File: src/rtl/q_measure_avg.sv
// q_measure_avg
// ---------------------------------------------------------------------------
// Front end of the instability detector. Each time the reference current
// (i_ref_setup) changes, the block waits SETTLE_CYCLES cycles for the analog
// path to settle. It then averages 2^AVG_LOG2 accepted ADC samples and
// publishes the mean on q_measured, with a single-cycle q_valid strobe.
// While enable stays high, a new averaging window starts immediately after
// each completed one.
//
// Ports
//   clk          in   system clock, rising edge
//   rst          in   asynchronous active-high reset
//   enable       in   run request; low returns the block to IDLE
//   i_ref_setup  in   [WIDTH]     reference currently applied downstream
//   adc_data     in   [ADC_WIDTH] raw Q sample
//   adc_valid    in   adc_data qualifier, only looked at while accumulating
//   q_measured   out  [WIDTH]     last completed average (registered)
//   q_valid      out  one-cycle strobe, high when q_measured was just updated
//   busy         out  high while settling or accumulating
//
// Handshake: adc_data is consumed on every rising edge where adc_valid is high
// and the block is in ACCUM. There is no back-pressure. q_valid is a pure
// strobe that is high for exactly one cycle per completed window, and
// q_measured stays stable between strobes.
// ---------------------------------------------------------------------------
module q_measure_avg #(
  parameter int WIDTH         = 10,
  parameter int ADC_WIDTH     = 10,
  parameter int AVG_LOG2      = 3,
  parameter int SETTLE_CYCLES = 16
) (
  input  logic                 clk,
  input  logic                 rst,
  input  logic                 enable,
  input  logic [WIDTH-1:0]     i_ref_setup,
  input  logic [ADC_WIDTH-1:0] adc_data,
  input  logic                 adc_valid,
  output logic [WIDTH-1:0]     q_measured,
  output logic                 q_valid,
  output logic                 busy
);

  localparam int AW = ADC_WIDTH + AVG_LOG2;  // holds 2^AVG_LOG2 full-scale samples
  localparam int CW = AVG_LOG2 + 1;
  localparam int SW = (SETTLE_CYCLES > 1) ? $clog2(SETTLE_CYCLES) : 1;
  localparam logic [CW-1:0] LAST_SAMPLE = CW'((1 << AVG_LOG2) - 1);
  localparam logic [SW-1:0] SETTLE_LOAD = SW'(SETTLE_CYCLES - 1);

  typedef enum logic [1:0] {
    ST_IDLE   = 2'd0,
    ST_SETTLE = 2'd1,
    ST_ACCUM  = 2'd2
  } state_t;

  state_t           state_q, state_d;
  logic [SW-1:0]    settle_q, settle_d;
  logic [CW-1:0]    cnt_q, cnt_d;
  logic [AW-1:0]    acc_q, acc_d;
  logic [WIDTH-1:0] iref_q, iref_d;
  logic [WIDTH-1:0] qm_q, qm_d;
  logic             qv_q, qv_d;
  logic             busy_q;
  logic [AW-1:0]    sum;

  assign sum = acc_q + AW'(adc_data);

  always_comb begin
    state_d  = state_q;
    settle_d = settle_q;
    cnt_d    = cnt_q;
    acc_d    = acc_q;
    iref_d   = iref_q;
    qm_d     = qm_q;
    qv_d     = 1'b0;

    // Priority: enable low, then a reference change, then normal progress.
    if (!enable) begin
      state_d  = ST_IDLE;
      settle_d = '0;
      cnt_d    = '0;
      acc_d    = '0;
    end else begin
      case (state_q)
        ST_IDLE: begin
          state_d  = ST_SETTLE;
          iref_d   = i_ref_setup;
          settle_d = SETTLE_LOAD;
        end
        default: begin
          if (i_ref_setup != iref_q) begin
            // Restart settling and discard the partial window.
            state_d  = ST_SETTLE;
            iref_d   = i_ref_setup;
            settle_d = SETTLE_LOAD;
            cnt_d    = '0;
            acc_d    = '0;
          end else if (state_q == ST_SETTLE) begin
            if (settle_q == '0) begin
              state_d = ST_ACCUM;
              cnt_d   = '0;
              acc_d   = '0;
            end else begin
              settle_d = settle_q - SW'(1);
            end
          end else if (adc_valid) begin
            if (cnt_q == LAST_SAMPLE) begin
              // Mean is sum >> AVG_LOG2. Keep its top WIDTH bits (floor rounding).
              qm_d  = sum[AW-1 -: WIDTH];
              qv_d  = 1'b1;
              cnt_d = '0;
              acc_d = '0;
            end else begin
              acc_d = sum;
              cnt_d = cnt_q + CW'(1);
            end
          end
        end
      endcase
    end
  end

  always_ff @(posedge clk or posedge rst) begin
    if (rst) begin
      state_q  <= ST_IDLE;
      settle_q <= '0;
      cnt_q    <= '0;
      acc_q    <= '0;
      iref_q   <= '0;
      qm_q     <= '0;
      qv_q     <= 1'b0;
      busy_q   <= 1'b0;
    end else begin
      state_q  <= state_d;
      settle_q <= settle_d;
      cnt_q    <= cnt_d;
      acc_q    <= acc_d;
      iref_q   <= iref_d;
      qm_q     <= qm_d;
      qv_q     <= qv_d;
      busy_q   <= (state_d != ST_IDLE);
    end
  end

  assign q_measured = qm_q;
  assign q_valid    = qv_q;
  assign busy       = busy_q;

endmodule

File: config.mk
export PLATFORM = sky130hd
export DESIGN_NAME = q_measure_avg
export DESIGN_NICKNAME = d
export VERILOG_FILES = /design/src/rtl/q_measure_avg.sv
export SDC_FILE = /design/constraint.sdc
export NUM_CORES = 1
export LEC_CHECK = 0
export BUFFER_PORTS_ARGS = -buffer_cell sky130_fd_sc_hd__buf_2
export CORE_UTILIZATION = 51
export CTS_CLUSTER_DIAMETER = 120
export DETAILED_ROUTE_END_ITERATION = 6
export PLACE_DENSITY_LB_ADDON = 0.15
export SLEW_MARGIN = 40
export SYNTH_ARGS = -nofsm -noshare
export SYNTH_HDL_FRONTEND = slang
export SYNTH_SLANG_ARGS = --single-unit
File: constraint.sdc
create_clock -name clk -period 2.2 [get_ports clk]
set_input_delay 0.11 -clock clk [delete_from_list [all_inputs] [get_ports clk]]
set_output_delay 0.11 -clock clk [all_outputs]
set_load 0.02 [all_outputs]
==> out/qor_table.md <==
| Parameter | Reported | Unit |
|---|---|---|
| Status | completed | - |
| Data arrival time of the worst path | 2.38 | ns |
| Full die area | 5064 | um2 |
| Number of ports placed on the die boundary | 36 | - |
| Clock transition at the registers of the reported paths | 0.08 | ns |
| Standard-cell rows | 24 | - |
| Fraction of the cycle the final worst path needs | 99.75 | % |
| Worst Path Max Fanout | 2 | - |
| Hold Path Class | input pin to flop | - |
| Total track usage | 20.78 | % |
| Leak | 1.426 | nW |
| Residual antenna-violating net count after detailed routing | 0 | - |
| Unrepaired setup endpoints after global routing | yes | - |
| Final Worst Setup Slack | 0.005547 | ns |
| Crit path capture type | flop | - |
| Area added between synthesis and finish | 20.72 | % |
| Routability cong. | 0.8611 | - |
| Worst vdd rail ir drop | 0.3863 | mV |
| Critical-path cell with the highest stage delay | sky130_fd_sc_hd__fa_2 | - |
| Antenna diode instance count | 0 | - |
| Antenna violations before repair | 0 | - |
| Number of clock sinks | 45 | - |
| # setup viols final | 0 | - |
| Leading cell type in the layout, fill and taps excluded | sky130_fd_sc_hd__dfrtp_1 | - |
| Layout cell share with drive strength beyond 1 | 27.54 | % |
| Initial Util | 54.53 | % |
| Number of I/O port buffers | 35 | - |
| Maximum level of the CTS H-tree | 2 | - |
| Critical path data required time | 2.38 | ns |
| Top routing layer in use | met4 | - |
| Post-synth net total | 285 | - |
| Netlist cell types | 43 | - |
| Clock network latency to the later pin of the worst-skew pair | 0.29 | ns |
| #FFs+latches synth | 45 | - |
| Setup TNS after final layout | 0 | ns |
| Core area | 4474 | um2 |
| Yosys warns | 0 | - |
| Maximum number of pins on one net before global-route repair | 46 | - |
| Worst slack at placement | -0.01657 | ns |
| Max-capacitance violation count | 0 | - |
| TritonCTS clock tree | done | - |
| Part of the Yosys area used for sequential elements | 46.15 | % |
| Highest attainable clock frequency | 0.4557 | GHz |
| Delay of the slowest critical-path stage | 0.38 | ns |
| Share of the core filled with cells | 65.83 | % |
| Mean instance size in the synthesized netlist | 9.838 | um2 |
| Die height | 71.17 | um |
| Critical path class | flop to flop | - |
| Worst-margin pin slew | 0.5499 | ns |
| # DRC | 0 | - |
| Final-report hold violation count | 0 | - |
| Detailed Place HPWL | 3449 | um |
| Remaining Overflow, GRT | 0 | - |
| Normalized max-slew margin | 63.34 | % |
| Num CTS Buffers | 5 | - |
| Routed wire length on met2 | 2080 | um |
| Fin Clk Skew | 0.003771 | ns |
| Routed met3 length | 153 | um |
| M1 wire length | 2489 | um |
| Number of global-route vias before repair | 1822 | - |
| Number of nets in the layout | 341 | - |
| Detailed-routing iteration count for the pre-antenna-repair pass | 6 | - |
| CTS max path bufs | 2 | - |
| Min Clock Period, post-route | 2.194 | ns |
| Max-slew violation count | 0 | - |
| Post-synthesis cell count | 248 | - |
| Via count of the routed design | 1936 | - |
| Global-route wire length before repair | 8238 | um |
| Most used cells in the layout excluding fill and tap cells | sky130_fd_sc_hd__dfrtp_1, sky130_fd_sc_hd__nand2_1, sky130_fd_sc_hd__buf_2 | - |
| Type of element launching the critical path | flop | - |
| Areal power density over the cells | 533.6 | nW/um2 |
| Routed vias/inst | 5.423 | - |
| Post-synthesis cell area | 2440 | um2 |
| DRT Wirelength | 4795 | um |
| Worst hold-check slack | 0.05197 | ns |
| Routed length per placed instance | 13.43 | um |
| CP cell instances | ha_2 -> inv_2 -> fa_2 -> nor2b_4 -> o2111ai_4 -> a311oi_2 -> o211ai_1 -> xor2_1 -> o21ai_1 | - |
| Initial DRC count | 85 | - |
| Root Buffer | sky130_fd_sc_hd__clkbuf_8 | - |
| Die Wd | 71.17 | um |
[registers in the layout (all words and copies together) (netlist names)]
name / cells
busy: 1
iref_q: 10
q_measured: 10
q_valid: 1
state_q: 2
settle_q: 4
acc_q: 13
cnt_q: 4
[cells in the mapped netlist]
| cell | n | area (um2) |
|---|---|---|
| sky130_fd_sc_hd__a21o_1 | 3 | 22.52 |
| sky130_fd_sc_hd__a21oi_1 | 13 | 65.06 |
| sky130_fd_sc_hd__a22o_1 | 1 | 8.760 |
| sky130_fd_sc_hd__a311oi_1 | 1 | 8.760 |
| sky130_fd_sc_hd__a31oi_1 | 3 | 18.77 |
| sky130_fd_sc_hd__and2_1 | 1 | 6.260 |
| sky130_fd_sc_hd__and3_1 | 3 | 18.77 |
| sky130_fd_sc_hd__and4_1 | 1 | 8.760 |
| sky130_fd_sc_hd__buf_2 | 1 | 5.000 |
| sky130_fd_sc_hd__clkbuf_1 | 4 | 15.01 |
| sky130_fd_sc_hd__dfrtp_1 | 45 | 1126 |
| sky130_fd_sc_hd__fa_1 | 1 | 20.02 |
| sky130_fd_sc_hd__ha_1 | 12 | 150.1 |
| sky130_fd_sc_hd__inv_1 | 14 | 52.55 |
| sky130_fd_sc_hd__mux2_1 | 2 | 22.52 |
| sky130_fd_sc_hd__mux2_2 | 10 | 112.6 |
| sky130_fd_sc_hd__mux2i_1 | 1 | 10.01 |
| sky130_fd_sc_hd__nand2_1 | 36 | 135.1 |
| sky130_fd_sc_hd__nand2b_1 | 1 | 6.260 |
| sky130_fd_sc_hd__nand3_1 | 3 | 15.01 |
| sky130_fd_sc_hd__nand3b_1 | 2 | 15.01 |
| sky130_fd_sc_hd__nand4_1 | 3 | 18.77 |
| sky130_fd_sc_hd__nand4_2 | 1 | 12.51 |
| sky130_fd_sc_hd__nand4b_1 | 1 | 8.760 |
| sky130_fd_sc_hd__nor2_1 | 13 | 48.80 |
| sky130_fd_sc_hd__nor2b_1 | 2 | 12.51 |
| sky130_fd_sc_hd__nor3_1 | 4 | 20.02 |
| sky130_fd_sc_hd__nor4_1 | 3 | 18.77 |
| sky130_fd_sc_hd__nor4_2 | 2 | 25.02 |
| sky130_fd_sc_hd__o2111ai_1 | 1 | 8.760 |
| sky130_fd_sc_hd__o211a_1 | 1 | 10.01 |
| sky130_fd_sc_hd__o211ai_1 | 1 | 7.510 |
| sky130_fd_sc_hd__o21ai_0 | 1 | 5.000 |
| sky130_fd_sc_hd__o21ai_1 | 26 | 130.1 |
| sky130_fd_sc_hd__o22a_1 | 1 | 8.760 |
| sky130_fd_sc_hd__o22ai_1 | 1 | 6.260 |
| sky130_fd_sc_hd__o31ai_1 | 4 | 30.03 |
| sky130_fd_sc_hd__o31ai_4 | 1 | 21.27 |
| sky130_fd_sc_hd__o32a_1 | 1 | 10.01 |
| sky130_fd_sc_hd__or2_2 | 1 | 6.260 |
| sky130_fd_sc_hd__or3_1 | 2 | 12.51 |
| sky130_fd_sc_hd__xnor2_1 | 5 | 43.79 |
| sky130_fd_sc_hd__xor2_1 | 15 | 131.4 |
[worst max-delay path: cells and delay by family, from the launching register on]
family,cells,cell delay [ns]
AO/OA/AOI/OAI,4,0.72
flip-flops,1,0.37
AND/OR/NAND/NOR,1,0.15
XOR/XNOR,1,0.21
buffers and inverters,1,0.05
adder cells (fa/ha/maj),2,0.57
[final cells by class]
class / count / area (um2)
Multi-Input combinational cell: 184 / 1285
Clock buffer: 6 / 82.58
Sequential cell: 45 / 1126
Inverter: 14 / 52.55
Timing Repair Buffer: 54 / 320.3
Clock inverter: 2 / 13.76
Fill cell: 394 / 1529
Tap cell: 52 / 65.06
[report_power, final]
part / internal, mW / switching (mW) / leakage [nW] / total [mW]
clock: 0.255 / 0.284 / 0.0512 / 0.539
combinational: 0.0739 / 0.0910 / 0.783 / 0.165
sequential: 0.850 / 0.0170 / 0.592 / 0.867
[worst paths after layout]
check / startpoint / to / slack (ns) / cells past startpoint
min: i_ref_setup[7] / iref_q[7]$_DFFE_PP0P_ / 0.05 / 2
max: acc_q[0]$_DFFE_PP0P_ / acc_q[12]$_DFFE_PP0P_ / 0.006 / 9
min reg2reg: q_measured[6]$_DFFE_PP0P_ / q_measured[6]$_DFFE_PP0P_ / 0.49 / 2
min in group asynchronous: rst / acc_q[9]$_DFFE_PP0P_ / 0.50 / 4
max reg2reg: acc_q[0]$_DFFE_PP0P_ / acc_q[12]$_DFFE_PP0P_ / 0.006 / 9
max in group asynchronous: rst / cnt_q[3]$_DFFE_PP0P_ / 1.33 / 4
[through the flow]
stage / power [mW] / std cells / instance area, um2
finish: 1.572 / 357 / 2945
CTS: 1.591 / 352 / 2879
global placement: 1.042 / 343 / 2758
detailed placement: 1.046 / 343 / 2758
floorplan: 0.9891 / 248 / 2440
global route: 1.645 / 357 / 2945
[repair_timing]
item | 4_1_cts | 5_1_grt
pin swaps | 1 | 9
setup endpoints to repair | 1 | 5
hold endpoints to repair | 45 | 0
setup buffers | 0 | 5
hold buffers | 1 | 0
cloned | 0 | 0
resized for setup | 3 | 7
[metal layers]
metal	GRT usage (%)	up-vias
met4	8.889	0
li1	-	990
met2	30.58	36
met1	30.36	903
met5	0	-
met3	3.419	7
[cells by family (layout without fill, tap and decap cells)]
group                    Yosys count  after routing  synth area share (%)
AND/OR/NAND/NOR                   79             79                 15.95
AO/OA/AOI/OAI                     59             59                 14.82
flip-flops                        45             45                 46.15
XOR/XNOR                          20             20                 7.180
buffers and inverters             19             76                 2.974
adder cells (fa/ha/maj)           13             13                 6.974
multiplexers                      13             13                 5.949
No activity file was read; power rests on OpenSTA's default activity.
